File: config.mk
export PLATFORM = sky130hd
export DESIGN_NAME = vram_arbiter
export DESIGN_NICKNAME = d
export VERILOG_FILES = /design/src/rtl/vram_arbiter.sv
export SDC_FILE = /design/constraint.sdc
export NUM_CORES = 1
export LEC_CHECK = 0
export BUFFER_PORTS_ARGS = -buffer_cell sky130_fd_sc_hd__buf_2
export CORE_ASPECT_RATIO = 0.75
export CORE_UTILIZATION = 32
export CTS_CLUSTER_SIZE = 28
export DETAILED_ROUTE_END_ITERATION = 7
export GPL_ROUTABILITY_DRIVEN = 0
export HOLD_SLACK_MARGIN = 0.03
export PLACE_DENSITY_LB_ADDON = 0.2
export SYNTH_ARGS = -nofsm -noshare
export SYNTH_HDL_FRONTEND = slang
export SYNTH_SLANG_ARGS = --single-unit
File: constraint.sdc
create_clock -name CLK -period 2.1 [get_ports CLK]
set_input_delay 0.42 -clock CLK [delete_from_list [all_inputs] [get_ports CLK]]
set_output_delay 0.42 -clock CLK [all_outputs]
set_load 0.03 [all_outputs]
File: src/rtl/vram_arbiter.sv
`default_nettype none
// ==========================================================================
// vram_arbiter : single-port VRAM arbiter for display fetch, CPU and clear
// Revision     : 1.0
// ==========================================================================
module vram_arbiter #(
   parameter int DEPTH        = 601,
   parameter int AW           = 10,
   parameter int MAX_CPU_WAIT = 4
) (
   input  logic          CLK,
   input  logic          RESET_N,
   input  logic          DISP_REQ,
   input  logic [AW-1:0] DISP_ADDR,
   output logic          DISP_READY,
   output logic          DISP_VALID,
   output logic [31:0]   DISP_DATA,
   input  logic          AVL_CS,
   input  logic          AVL_READ,
   input  logic          AVL_WRITE,
   input  logic [AW-1:0] AVL_ADDR,
   input  logic [31:0]   AVL_WRITEDATA,
   output logic          AVL_WAITREQUEST,
   output logic          AVL_READDATAVALID,
   output logic [31:0]   AVL_READDATA,
   input  logic          CLEAR_START,
   output logic          CLEAR_BUSY,
   output logic          VRAM_CS,
   output logic          VRAM_READ,
   output logic          VRAM_WRITE,
   output logic [AW-1:0] VRAM_ADDR,
   output logic [31:0]   VRAM_DIN,
   input  logic [31:0]   VRAM_DOUT
);

   localparam int             WCW       = $clog2(MAX_CPU_WAIT + 1);
   localparam logic [0:0]     ST_IDLE   = 1'b0;
   localparam logic [0:0]     ST_CLEAR  = 1'b1;
   localparam logic [AW:0]    DEPTH_W   = (AW+1)'(DEPTH);
   localparam logic [AW-1:0]  LAST_ADDR = AW'(DEPTH - 1);
   localparam logic [AW-1:0]  ADDR_ONE  = AW'(1);
   localparam logic [WCW-1:0] WAIT_MAX  = WCW'(MAX_CPU_WAIT);
   localparam logic [WCW-1:0] WAIT_ONE  = WCW'(1);

   logic [0:0]     state_q, state_d;
   logic [WCW-1:0] wait_cnt_q, wait_cnt_d;
   logic [AW-1:0]  clr_addr_q, clr_addr_d;
   logic           disp_valid_q, disp_valid_d;
   logic           cpu_valid_q, cpu_valid_d;
   logic           rd_oor_q, rd_oor_d;

   logic cpu_pend, cpu_rd, disp_in, cpu_in;
   logic grant_disp, grant_cpu, clr_wr;

   assign cpu_pend = AVL_CS & (AVL_READ | AVL_WRITE);
   assign cpu_rd   = AVL_READ;
   assign disp_in  = {1'b0, DISP_ADDR} < DEPTH_W;
   assign cpu_in   = {1'b0, AVL_ADDR} < DEPTH_W;

   always_comb begin
      state_d    = state_q;
      wait_cnt_d = wait_cnt_q;
      clr_addr_d = clr_addr_q;
      grant_disp = 1'b0;
      grant_cpu  = 1'b0;
      clr_wr     = 1'b0;
      case (state_q)
         ST_IDLE: begin
            if (cpu_pend && (wait_cnt_q == WAIT_MAX)) grant_cpu  = 1'b1;
            else if (DISP_REQ)                        grant_disp = 1'b1;
            else if (cpu_pend)                        grant_cpu  = 1'b1;
            // a pending CPU access that was not granted lost to display
            if (grant_cpu || !cpu_pend)          wait_cnt_d = '0;
            else if (wait_cnt_q != WAIT_MAX)     wait_cnt_d = wait_cnt_q + WAIT_ONE;
            if (CLEAR_START) begin
               state_d    = ST_CLEAR;
               clr_addr_d = '0;
            end
         end
         ST_CLEAR: begin
            if (DISP_REQ) begin
               grant_disp = 1'b1;
            end else begin
               clr_wr = 1'b1;
               if (clr_addr_q == LAST_ADDR) begin
                  state_d    = ST_IDLE;
                  clr_addr_d = '0;
               end else begin
                  clr_addr_d = clr_addr_q + ADDR_ONE;
               end
            end
         end
         default: state_d = ST_IDLE;
      endcase
   end

   always_comb begin
      VRAM_CS    = 1'b0;
      VRAM_READ  = 1'b0;
      VRAM_WRITE = 1'b0;
      VRAM_ADDR  = '0;
      VRAM_DIN   = '0;
      if (grant_disp) begin
         VRAM_ADDR = DISP_ADDR;
         VRAM_CS   = disp_in;
         VRAM_READ = disp_in;
      end else if (grant_cpu) begin
         VRAM_ADDR = AVL_ADDR;
         if (cpu_in) begin
            VRAM_CS    = 1'b1;
            VRAM_READ  = cpu_rd;
            VRAM_WRITE = ~cpu_rd;
            VRAM_DIN   = cpu_rd ? 32'h0 : AVL_WRITEDATA;
         end
      end else if (clr_wr) begin
         VRAM_CS    = 1'b1;
         VRAM_WRITE = 1'b1;
         VRAM_ADDR  = clr_addr_q;
      end
   end

   always_comb begin
      disp_valid_d = grant_disp;
      cpu_valid_d  = grant_cpu & cpu_rd;
      rd_oor_d     = grant_disp ? ~disp_in : ~cpu_in;
   end

   always_ff @(posedge CLK or negedge RESET_N) begin
      if (!RESET_N) begin
         state_q      <= ST_IDLE;
         wait_cnt_q   <= '0;
         clr_addr_q   <= '0;
         disp_valid_q <= 1'b0;
         cpu_valid_q  <= 1'b0;
         rd_oor_q     <= 1'b0;
      end else begin
         state_q      <= state_d;
         wait_cnt_q   <= wait_cnt_d;
         clr_addr_q   <= clr_addr_d;
         disp_valid_q <= disp_valid_d;
         cpu_valid_q  <= cpu_valid_d;
         rd_oor_q     <= rd_oor_d;
      end
   end

   assign DISP_READY        = grant_disp;
   assign AVL_WAITREQUEST   = cpu_pend & ~grant_cpu;
   assign CLEAR_BUSY        = (state_q == ST_CLEAR);
   assign DISP_VALID        = disp_valid_q;
   assign AVL_READDATAVALID = cpu_valid_q;
   // out-of-range reads never strobed the VRAM, so their data is forced to zero
   assign DISP_DATA         = (disp_valid_q && !rd_oor_q) ? VRAM_DOUT : 32'h0;
   assign AVL_READDATA      = (cpu_valid_q  && !rd_oor_q) ? VRAM_DOUT : 32'h0;

endmodule
`default_nettype wire

==> out/qor.csv, run 1 <==
stage,metric,value,unit
place,Area after DPL,3130,um2
flow_run,max cap viols,0,
final_layout,register area,427,um2
die,die height,68.1,um
final_layout,fin nets,567,
final_layout,fill cell count,478,
timing,Hold WS,0.0769,ns
setup_path,CP top delay family,compound AO/OA/AOI/OAI gates,
clocking,clock root buffer,clkbuf_8,
setup_path,CP peak stage delay,0.41,ns
synthesis,Synth Area in Adders,2.68,%
synthesis,Synth Area in XOR/XNOR,0.469,%
grt,total grt overflow,0,
route,First-pass DRT Iterations,5,
final_layout,Area Growth Syn to Fin,96.4,%
clocking,worst skew pair latency,0.26,ns
route,Vias per Instance,4.87,
setup_path,Crit-path slowest cell,a2111o_1,
synthesis,Syn Area/Cell,7.56,um2
synthesis,synth warn,0,
timing,final setup vio count,47,
clocking,H-tree levels,1,
power,"IR drop worst, VDD",0.000428,V
timing,Clock Skews,0.00194,ns
die,Die X,90.2,um
synthesis,Synthesized Nets,342,
setup_path,Worst Path Arrival,2.01,ns
power,leak pwr,2.07,nW
outcome,failing checks,negative setup slack,
final_layout,layout cells sized above 1,61.8,%
timing,Tightest Pin Transition,0.471,ns
worst_hold_path,worst hold-check path type,primary input to asynchronous set/reset pin,
die,Starting Density,34.1,%
final_layout,multi-input logic area,1420,um2
route,DR DRC count,0,
clocking,CTS Buffer Depth,2,
setup_path,Critical Path RT,1.68,ns
setup_path,CP max FO,15,
route,antenna-violating nets left,0,
die,num ports,205,
route,First DRT Iteration DRCs,198,
timing,fin crit share,116,%
final_layout,final instance area,3670,um2
power,PwrDens,355,nW/um2
synthesis,Async SR Flop Fraction,100,%
route,average routed wire per standard cell,15.9,um
setup_path,critical path type,flip-flop to output port,
synthesis,"EDFF count, synth",0,
grt,Total GRT Usage,25.9,%
die,die area,6150,um2
clocking,CTS Hold Bufs,0,
timing,minimum clock period,2.43,ns
place,Post-DP HPWL,6560,um
route,WL final,8780,um
timing,worst rel slew slack,68.3,%
place,number of buffers added on ports,204,
timing,RSZ-0062 raised after global routing,true,
grt,global-route wire length before repair,12300,um
synthesis,largest family of logic cells by synthesized area,simple AND/OR/NAND/NOR gates,
synthesis,"Seq/Total Area, Yosys",22.8,%
grt,vias in the first global route,2427,
synthesis,compound-cell area share of the yosys netlist,20.6,%
timing,Final Max Tran Viols,0,
synthesis,Mapped Cells,247,
route,Via Count,2686,
setup_path,Worst Path Buf+Inv,3,
synthesis,post-synthesis mux area share,0,%
synthesis,#FFs+latches synth,17,
synthesis,simple-gate share of the synthesized area,45.6,%
die,core box area,5470,um2
timing,Setup WS post-layout,-0.327,ns
grt,initial antenna violation count,5,
clocking,CTS Buf Count,3,
die,floorplan row count,23,
final_layout,Layout Utilization,67.0,%
clocking,Worst-path clk slew,0.07,ns
setup_path,CP Launch Type,flip-flop,
clocking,CTS tree,yes,
setup_path,crit end category,output port,
synthesis,Netlist cell types,46,
outcome,status,"complete, but fails checks",
synthesis,Synth Flop Type,dfrtp_1,
setup_path,crit-path cells,"inv_2, ha_4, nand2_4, a2111o_1, nor2_4, clkbuf_16, and2_2, buf_6",
timing,final hold vios,0,
grt,pin count of the biggest net entering global routing,33,
synthesis,synthesized area,1870,um2
clocking,clk sinks,17,
timing,highest clock rate,412,MHz
flip-flops by register name, indices dropped and copies added (netlist names):
| signal | flops |
|---|---|
| AVL_READDATAVALID | 1 |
| CLEAR_BUSY | 1 |
| DISP_VALID | 1 |
| clr_addr_q | 10 |
| rd_oor_q | 1 |
| wait_cnt_q | 3 |
what timing repair did:
| item | CTS | global route |
|---|---|---|
| gates cloned | 1 | 1 |
| pin swaps | 15 | 5 |
| setup buffers | 8 | 3 |
| endpoints found under the setup margin | 46 | 47 |
| resized for setup | 108 | 8 |
per-stage QoR:
stage               setup slack (ns)  cells  TNS, ns  total power [W]
floorplan                    -0.0165    247  -0.0661         0.000742
global placement             -0.0684    530    -1.70         0.000960
detailed placement           -0.0854    530    -2.38         0.000975
CTS                           -0.318    543   -12.41          0.00129
global route                  -0.407    552   -16.53          0.00138
finish                        -0.327    552   -12.65          0.00130
synth_stat cells (all sizes together), types with 2 or more instances:
cell / instances / area share (%)
o21bai: 2 / 0.80
and3: 3 / 1.0
nor4: 2 / 0.67
inv: 16 / 3.2
o21ai: 16 / 4.5
buf: 5 / 2.1
clkbuf: 11 / 2.5
ha: 4 / 2.7
nor2: 3 / 0.60
nor3: 4 / 1.1
nor2b: 3 / 1.0
a21o: 3 / 1.2
and2: 97 / 33
a222oi: 9 / 4.8
nand3: 6 / 1.6
dfrtp: 17 / 23
a21oi: 5 / 1.3
nand4: 5 / 1.7
a211oi: 2 / 0.80
nand2: 13 / 2.6
layout by cell type (no fill, tap or decap), types with 6 or more instances in the layout:
| cell type | count |
|---|---|
| buf_2 | 157 |
| and2_1 | 66 |
| buf_6 | 51 |
| buf_4 | 26 |
| dfrtp_1 | 16 |
| and2_2 | 16 |
| and2_4 | 15 |
| o21ai_0 | 13 |
| nand2_1 | 11 |
| a222oi_1 | 9 |
| inv_1 | 8 |
| inv_2 | 7 |
| diode_2 | 6 |
cells by family (layout without fill, tap and decap cells):
| family | after synthesis | count (layout) |
|---|---|---|
| AOI/OAI and AO/OA | 51 | 51 |
| other | 0 | 6 |
| and+or+nand+nor | 142 | 142 |
| buffers and inverters | 32 | 256 |
| adders and majority gates | 4 | 4 |
| DFF | 17 | 17 |
| xor gates and xnor gates | 1 | 1 |
worst register-to-register path, stage by stage, from the launching register on:
cell      delay, ns
dfrtp_1        0.45
nor4_1         0.45
a41o_1         0.44
o21bai_1       0.12
a22o_1         0.18
layer usage:
| metal | routed length [um] | vias up | share of wire [%] | global-route usage [%] |
|---|---|---|---|---|
| li1 | - | 1304 | - | - |
| met1 | 3340 | 1228 | 38 | 30.0 |
| met2 | 4600 | 137 | 52 | 47.8 |
| met3 | 594 | 17 | 6.8 | 5.00 |
| met4 | 240 | 0 | 2.7 | 11.7 |
| met5 | 0 | - | 0 | 0 |
power by group:
part | leakage [nW] | internal [W] | switching [W]
clock network | 0.0228 | 0.000135 | 0.000122
logic | 1.83 | 0.000268 | 0.000341
registers | 0.218 | 0.000371 | 0.0000621
total | 2.07 | 0.000775 | 0.000525
path summary, 6_finish.rpt:
path                       slack [ns]           from            end  cells after the start
setup / recovery                -0.33  wait_cnt_q[1]   VRAM_DIN[15]                      8
hold / removal                   0.08        RESET_N  clr_addr_q[2]                      1
setup reg to reg                 0.35  clr_addr_q[7]  clr_addr_q[3]                      4
hold reg to reg                  0.54  wait_cnt_q[2]  wait_cnt_q[2]                      1
max in group asynchronous        1.71        RESET_N     CLEAR_BUSY                      1
min in group CLK                 0.44    CLEAR_START     CLEAR_BUSY                      2
area by class of cell:
cell class / count / area share (%)
inverter: 16 / 1.71
timing repair buffer: 236 / 43.7
tap: 75 / 2.56
multi-input combinational: 198 / 38.8
clock buffer: 4 / 1.23
sequential: 17 / 11.6
antenna: 6 / 0.410
No activity file was read; power rests on OpenSTA's default activity.
==> run 2, diff against run 1 <==
--- a/config.mk
+++ b/config.mk
@@ -6,10 +6,10 @@
 export NUM_CORES = 1
 export LEC_CHECK = 0
 export BUFFER_PORTS_ARGS = -buffer_cell sky130_fd_sc_hd__buf_2
-export CORE_ASPECT_RATIO = 0.75
-export CORE_UTILIZATION = 32
+export CORE_AREA = 2 2 79 81
 export CTS_CLUSTER_SIZE = 28
 export DETAILED_ROUTE_END_ITERATION = 7
+export DIE_AREA = 0 0 81 83
 export GPL_ROUTABILITY_DRIVEN = 0
 export HOLD_SLACK_MARGIN = 0.03
 export PLACE_DENSITY_LB_ADDON = 0.2
==> constraint.sdc (replaced) <==
create_clock -name CLK -period 2.4 [get_ports CLK]
set_input_delay 0.48 -clock CLK [delete_from_list [all_inputs] [get_ports CLK]]
set_output_delay 0.48 -clock CLK [all_outputs]
set_load 0.03 [all_outputs]
==> out/qor.csv, run 2 (synthesized netlist as in run 1, its figures left out) <==
stage,metric,value,unit,change
final_layout,layout cells sized above 1,58.8,%,-3.0 points
final_layout,most frequent cells in the layout,"buf_2 (172), and2_1 (65), and2_4 (32)",,
grt,Total GRT Usage,26.8,%,+0.91 points
outcome,status,"complete, but fails checks",,
clocking,clk sinks,17,,unchanged
final_layout,Top Registers,"clr_addr_q (10), wait_cnt_q (3)",,
timing,Clock Skews,0.000941,ns,-0.000996 ns
setup_path,CP max FO,7,,-8
timing,fin crit share,104,%,
timing,Setup WS post-layout,-0.0946,ns,+0.232 ns
power,PwrDens,309,nW/um2,-13%
power,leak pwr,2.01,nW,-2.8%
timing,Tightest Pin Transition,0.418,ns,-0.0527 ns
final_layout,Area Growth Syn to Fin,87.1,%,
final_layout,"most common cell after layout, fill and taps aside",buf_2,,
grt,vias in the first global route,2620,,+8.0%
clocking,worst skew pair latency,0.25,ns,about the same
final_layout,Layout Utilization,60.0,%,-7.0 points
power,total power draw,0.00108,W,-17%
timing,minimum clock period,2.49,ns,
die,die area,6720,um2,+9.4%
die,floorplan row count,28,,+22%
timing,RSZ-0062 raised after global routing,true,,
setup_path,CP Launch Type,flip-flop,,
die,num ports,205,,unchanged
clocking,clock root buffer,clkbuf_8,,
route,antenna-violating nets left,0,,unchanged
final_layout,final instance area,3490,um2,-4.7%
route,Via Count,2668,,-0.67%
die,Starting Density,32.1,%,-2.0 points
timing,Hold WS,0.150,ns,+0.0732 ns
outcome,failing checks,negative setup slack,,
route,First DRT Iteration DRCs,110,,-44%
setup_path,Critical Path RT,1.92,ns,+0.24 ns
power,Switching Fraction,41.1,%,+0.69 points
clocking,H-tree levels,1,,unchanged
setup_path,crit end category,output port,,
route,First-pass DRT Iterations,4,,-1
place,Post-DP HPWL,7240,um,+10%
power,sequential power share,35.3,%,+2.0 points
power,"IR drop worst, VDD",0.000336,V,-22%
timing,final hold vios,0,,unchanged
timing,worst rel slew slack,72.1,%,+3.8 points
clocking,CTS tree,yes,,
clocking,Worst-path clk slew,0.07,ns,about the same
power,Psw,0.000443,W,-16%
power,combinational power share,44.3,%,-2.5 points
die,Die X,81,um,-10%
grt,global-route wire length before repair,14100,um,+15%
route,Vias per Instance,4.93,,+1.3%
place,Area after DPL,2990,um2,-4.6%
die,die height,83,um,+22%
timing,highest clock rate,401,MHz,
route,WL final,9280,um,+5.6%
timing,Final Max Tran Viols,0,,unchanged
final_layout,Largest register FFs,10,,unchanged
grt,pin count of the biggest net entering global routing,33,,unchanged
final_layout,fin nets,557,,-1.8%
route,DR DRC count,0,,unchanged
power,internal power,0.000636,W,-18%
route,average routed wire per standard cell,17.1,um,+7.8%
grt,total grt overflow,0,,unchanged
final_layout,register with the most flip-flops,clr_addr_q,,
place,number of buffers added on ports,204,,unchanged
setup_path,critical path type,flip-flop to output port,,
timing,final setup vio count,39,,-17%
clocking,CTS Buf Count,3,,unchanged
power,clock network power share,20.4,%,+0.6 points
die,core box area,5820,um2,+6.4%
clocking,CTS Buffer Depth,2,,unchanged
final_layout,fill cell count,548,,+15%
grt,initial antenna violation count,9,,+4
setup_path,Worst Path Arrival,2.01,ns,about the same
worst_hold_path,worst hold-check path type,primary input to asynchronous set/reset pin,,
flow_run,max cap viols,0,,unchanged
==> run 2: area by class of cell <==
| cell class | instances | area, um2 | share of cell area (%) |
|---|---|---|---|
| Timing Repair Buffer | 226 | 1450 | 41.4 |
| Multi-Input combinational cell | 198 | 1410 | 40.3 |
| Sequential cell | 17 | 425 | 12.2 |
| Tap cell | 75 | 93.8 | 2.69 |
| Inverter | 16 | 62.6 | 1.79 |
| Clock buffer | 4 | 45.0 | 1.29 |
| Antenna cell | 5 | 12.5 | 0.358 |
==> run 2: critical path, stage by stage (launching register included) <==
cell and delay [ns]:
dfrtp_1 0.39, inv_2 0.08, ha_4 0.15, nand2_4 0.06, a2111o_1 0.41, nor2_4 0.14
buf_12 0.13, clkbuf_16 0.14, and2_4 0.13, buf_6 0.12
==> run 2: worst paths after layout <==
check,cells after the start,startpoint,slack (ns),to
worst max-delay path,9,wait_cnt_q[0],-0.09,VRAM_DIN[0]
worst min-delay path,1,RESET_N,0.15,clr_addr_q[4]
worst max register to register,7,CLEAR_BUSY,0.65,clr_addr_q[3]
worst min register to register,1,wait_cnt_q[2],0.54,wait_cnt_q[2]
max in group asynchronous,1,RESET_N,1.96,clr_addr_q[3]
min in group CLK,2,CLEAR_START,0.50,CLEAR_BUSY
==> run 2: stage by stage <==
stage	std cells	setup slack, ns	setup TNS (ns)
4_1_cts	534	-0.116	-3.27
5_1_grt	539	-0.184	-6.03
3_3_place_gp	521	0.0253	0
6_report	541	-0.0946	-2.12
3_5_place_dp	521	-0.0126	-0.0227
2_1_floorplan	247	0.0752	0
==> run 2: layer usage <==
metal	wire, um	part of all wire, %	GRT usage (%)
met2	4430	48	45.2
met3	1300	14	15.2
met4	59	0.64	2.47
met5	64	0.69	0
met1	3430	37	30.4
==> run 2: what timing repair did <==
| action | 4_1_cts | 5_1_grt |
|---|---|---|
| hold buffers | 0 | 0 |
| endpoints found under the setup margin | 43 | 44 |
| gates cloned | 3 | 1 |
| setup buffers | 6 | 3 |
| gates resized for setup | 95 | 15 |
| endpoints found under the hold margin | 0 | 0 |
| pin swaps | 4 | 16 |
==> run 2: power groups by stage <==
| stage | Clock (W) | Sequential [W] | Combinational, W |
|---|---|---|---|
| after floorplan | 0 | 0.000370 | 0.000269 |
| after global placement | 0 | 0.000384 | 0.000446 |
| final | 0.000220 | 0.000381 | 0.000477 |
| after global routing | 0.000237 | 0.000388 | 0.000523 |
| after detailed placement | 0 | 0.000386 | 0.000452 |
| after CTS | 0.000229 | 0.000381 | 0.000472 |
==> run 3, diff against run 2 <==
--- a/config.mk
+++ b/config.mk
@@ -6,13 +6,14 @@
 export NUM_CORES = 1
 export LEC_CHECK = 0
 export BUFFER_PORTS_ARGS = -buffer_cell sky130_fd_sc_hd__buf_2
-export CORE_AREA = 2 2 79 81
+export CORE_ASPECT_RATIO = 0.75
+export CORE_UTILIZATION = 33
 export CTS_CLUSTER_SIZE = 28
 export DETAILED_ROUTE_END_ITERATION = 7
-export DIE_AREA = 0 0 81 83
 export GPL_ROUTABILITY_DRIVEN = 0
 export HOLD_SLACK_MARGIN = 0.03
 export PLACE_DENSITY_LB_ADDON = 0.2
 export SYNTH_ARGS = -nofsm -noshare
 export SYNTH_HDL_FRONTEND = slang
 export SYNTH_SLANG_ARGS = --single-unit
+export TNS_END_PERCENT = 100
==> out/qor.csv, run 3 (synthesized netlist as in run 1, its figures left out) <==
stage,metric,value,unit,change
route,Via Count,2611,,-2.1%
place,Post-DP HPWL,6120,um,-16%
timing,Tightest Pin Transition,0.406,ns,-0.0122 ns
route,WL final,8420,um,-9.2%
setup_path,RR Startpoint,CLEAR_BUSY,,
final_layout,register with the most flip-flops,clr_addr_q,,
timing,fin crit share,107,%,+2.6 points
timing,Clock Skews,0.00321,ns,+0.00227 ns
die,die height,67.1,um,-19%
setup_path,Worst Path Buf+Inv,5,,+1
clocking,clock root buffer,clkbuf_8,,
grt,global-route wire length before repair,10800,um,-23%
setup_path,CP top delay family,buffers and inverters,,
timing,final hold vios,0,,unchanged
timing,highest clock rate,391,MHz,-2.4%
place,pre-CTS setup slack,0.0263,ns,+0.0389 ns
setup_path,WP depth,9,,unchanged
setup_path,Worst Setup SP,wait_cnt_q[0],,
grt,Total GRT Usage,24.2,%,-2.7 points
setup_path,Worst Path Arrival,2.08,ns,+0.07 ns
final_layout,fill cell count,471,,-14%
setup_path,flop2flop setup slack,0.63,ns,-0.02 ns
setup_path,CP Launch Type,flip-flop,,
timing,RSZ-0062 raised after global routing,true,,
clocking,H-tree levels,1,,unchanged
power,Psw,0.000448,W,+1.0%
clocking,CTS Buffer Depth,2,,unchanged
setup_path,Setup crit end,VRAM_ADDR[6],,
place,dpl cells,519,,-0.38%
final_layout,"most common cell after layout, fill and taps aside",buf_2,,
setup_path,most frequent CP cell,buf_6,,
clocking,worst skew pair latency,0.26,ns,about the same
setup_path,crit end category,output port,,
die,num ports,205,,unchanged
power,internal power,0.000664,W,+4.4%
timing,minimum clock period,2.56,ns,+0.0622 ns
flow_run,max cap viols,0,,unchanged
power,clock network power share,19.8,%,-0.6 points
final_layout,layout cells sized above 1,59.2,%,+0.43 points
route,antenna-violating nets left,0,,unchanged
setup_path,cell count of the worst reg-to-reg path,7,,unchanged
setup_path,CP peak stage delay,0.39,ns,-0.02 ns
die,core box area,5380,um2,-7.5%
final_layout,Area Growth Syn to Fin,89.5,%,
outcome,failing checks,negative setup slack,,
power,combinational power share,45.8,%,+1.5 points
power,Switching Fraction,40.3,%,-0.80 points
die,Starting Density,34.7,%,+2.6 points
setup_path,Crit-path slowest cell,dfrtp_1,,
outcome,status,"complete, but fails checks",,
final_layout,most frequent cells in the layout,"buf_2 (162), and2_1 (65), buf_6 (50)",,
clocking,Worst-path clk slew,0.07,ns,about the same
grt,vias in the first global route,2180,,-17%
setup_path,critical path type,flip-flop to output port,,
setup_path,crit-path cells,"inv_2, ha_4, nand2_4, o31ai_4, clkinv_4, buf_6, a222oi_1, inv_1, buf_6",,
final_layout,fin nets,557,,unchanged
final_layout,Top Registers,"clr_addr_q (10), wait_cnt_q (3)",,
route,Vias per Instance,4.86,,-1.4%
die,floorplan row count,23,,-18%
clocking,CTS Hold Bufs,0,,unchanged
timing,final setup vio count,41,,+5.1%
clocking,clk sinks,17,,unchanged
final_layout,final instance area,3540,um2,+1.3%
place,number of buffers added on ports,204,,unchanged
setup_path,CP max FO,8,,+1
setup_path,r2r endpoint,clr_addr_q[3],,
timing,Setup WS post-layout,-0.157,ns,-0.0622 ns
route,First DRT Iteration DRCs,192,,+75%
final_layout,Largest register FFs,10,,unchanged
route,First-pass DRT Iterations,4,,unchanged
route,DR DRC count,0,,unchanged
power,PwrDens,314,nW/um2,+1.7%
power,"IR drop worst, VDD",0.000405,V,+21%
clocking,CTS tree,yes,,
timing,Final Max Tran Viols,0,,unchanged
grt,pin count of the biggest net entering global routing,33,,unchanged
die,Die X,88.9,um,+9.7%
final_layout,Layout Cells excl Fill,537,,-0.74%
place,Area after DPL,2960,um2,-0.92%
die,die area,5960,um2,-11%
power,leak pwr,2.03,nW,+0.70%
route,average routed wire per standard cell,15.7,um,-8.5%
clocking,CTS Buf Count,3,,unchanged
timing,worst rel slew slack,72.9,%,+0.81 points
grt,initial antenna violation count,1,,-8
grt,total grt overflow,0,,unchanged
setup_path,Critical Path RT,1.92,ns,about the same
worst_hold_path,worst hold-check path type,primary input to asynchronous set/reset pin,,
power,sequential power share,34.4,%,-0.9 points
==> run 3: cell types whose count changed in the layout (fill, tap and decap cells not counted), sizes merged <==
cell	change
clkbuf	-1
buf	+1
inv	-1
diode	-4
clkinv	+1
==> run 3: metrics by stage <==
| step | utilization, % | power (W) | setup TNS (ns) | hold slack, ns |
|---|---|---|---|---|
| 6_report | 65.7 | 0.00111 | -2.70 | 0.143 |
| 5_1_grt | 65.7 | 0.00118 | -6.01 | 0.163 |
| 4_1_cts | 61.8 | 0.00109 | -2.07 | 0.154 |
| 3_5_place_dp | 55.1 | 0.000822 | 0 | 0.432 |
| 3_3_place_gp | 55.1 | 0.000815 | 0 | 0.431 |
| 2_1_floorplan | - | 0.000639 | 0 | 0.184 |
==> run 3: how the worst min path moves through the flow <==
| stage | endpoint | slack [ns] | depth (start not counted) | from |
|---|---|---|---|---|
| after floorplan | AVL_READDATAVALID | 0.18 | 0 | RESET_N |
| after global placement | clr_addr_q[2] | 0.43 | 1 | RESET_N |
| after detailed placement | clr_addr_q[2] | 0.43 | 1 | RESET_N |
| after CTS | clr_addr_q[2] | 0.15 | 1 | RESET_N |
| after global routing | clr_addr_q[2] | 0.16 | 1 | RESET_N |
| final | clr_addr_q[2] | 0.14 | 1 | RESET_N |
==> run 3: layout make-up <==
type	instances	area, um2	share of cell area [%]
inverter	16	65.1	1.84
timing repair buffer	226	1480	41.8
tap	75	93.8	2.65
sequential	17	425	12.0
multi-input combinational	198	1430	40.3
clock buffer	4	45.0	1.27
antenna	1	2.50	0.0707
==> run 3: routing by layer <==
layer | track usage, % | wire length (um) | vias up | part of all wire, %
met5 | 0 | 0 | - | 0
met4 | 5.65 | 61 | 0 | 0.72
met3 | 4.65 | 636 | 9 | 7.6
met2 | 43.8 | 4540 | 138 | 54
met1 | 29.7 | 3180 | 1179 | 38
li1 | - | - | 1285 | -
==> run 3: power groups by stage <==
stage,combinational [W],sequential (W),clock (W)
final,0.000509,0.000382,0.000220
after global routing,0.000548,0.000388,0.000241
after CTS,0.000481,0.000379,0.000226
after global placement,0.000433,0.000383,0
after floorplan,0.000269,0.000370,0
after detailed placement,0.000436,0.000385,0
==> run 3: timing repair <==
action | in CTS | in global routing
endpoints found under the setup margin | 45 | 45
setup buffers | 5 | 6
resized for setup | 91 | 55
endpoints found under the hold margin | 0 | 0
pin swaps | 22 | 30
gates cloned | 3 | 0
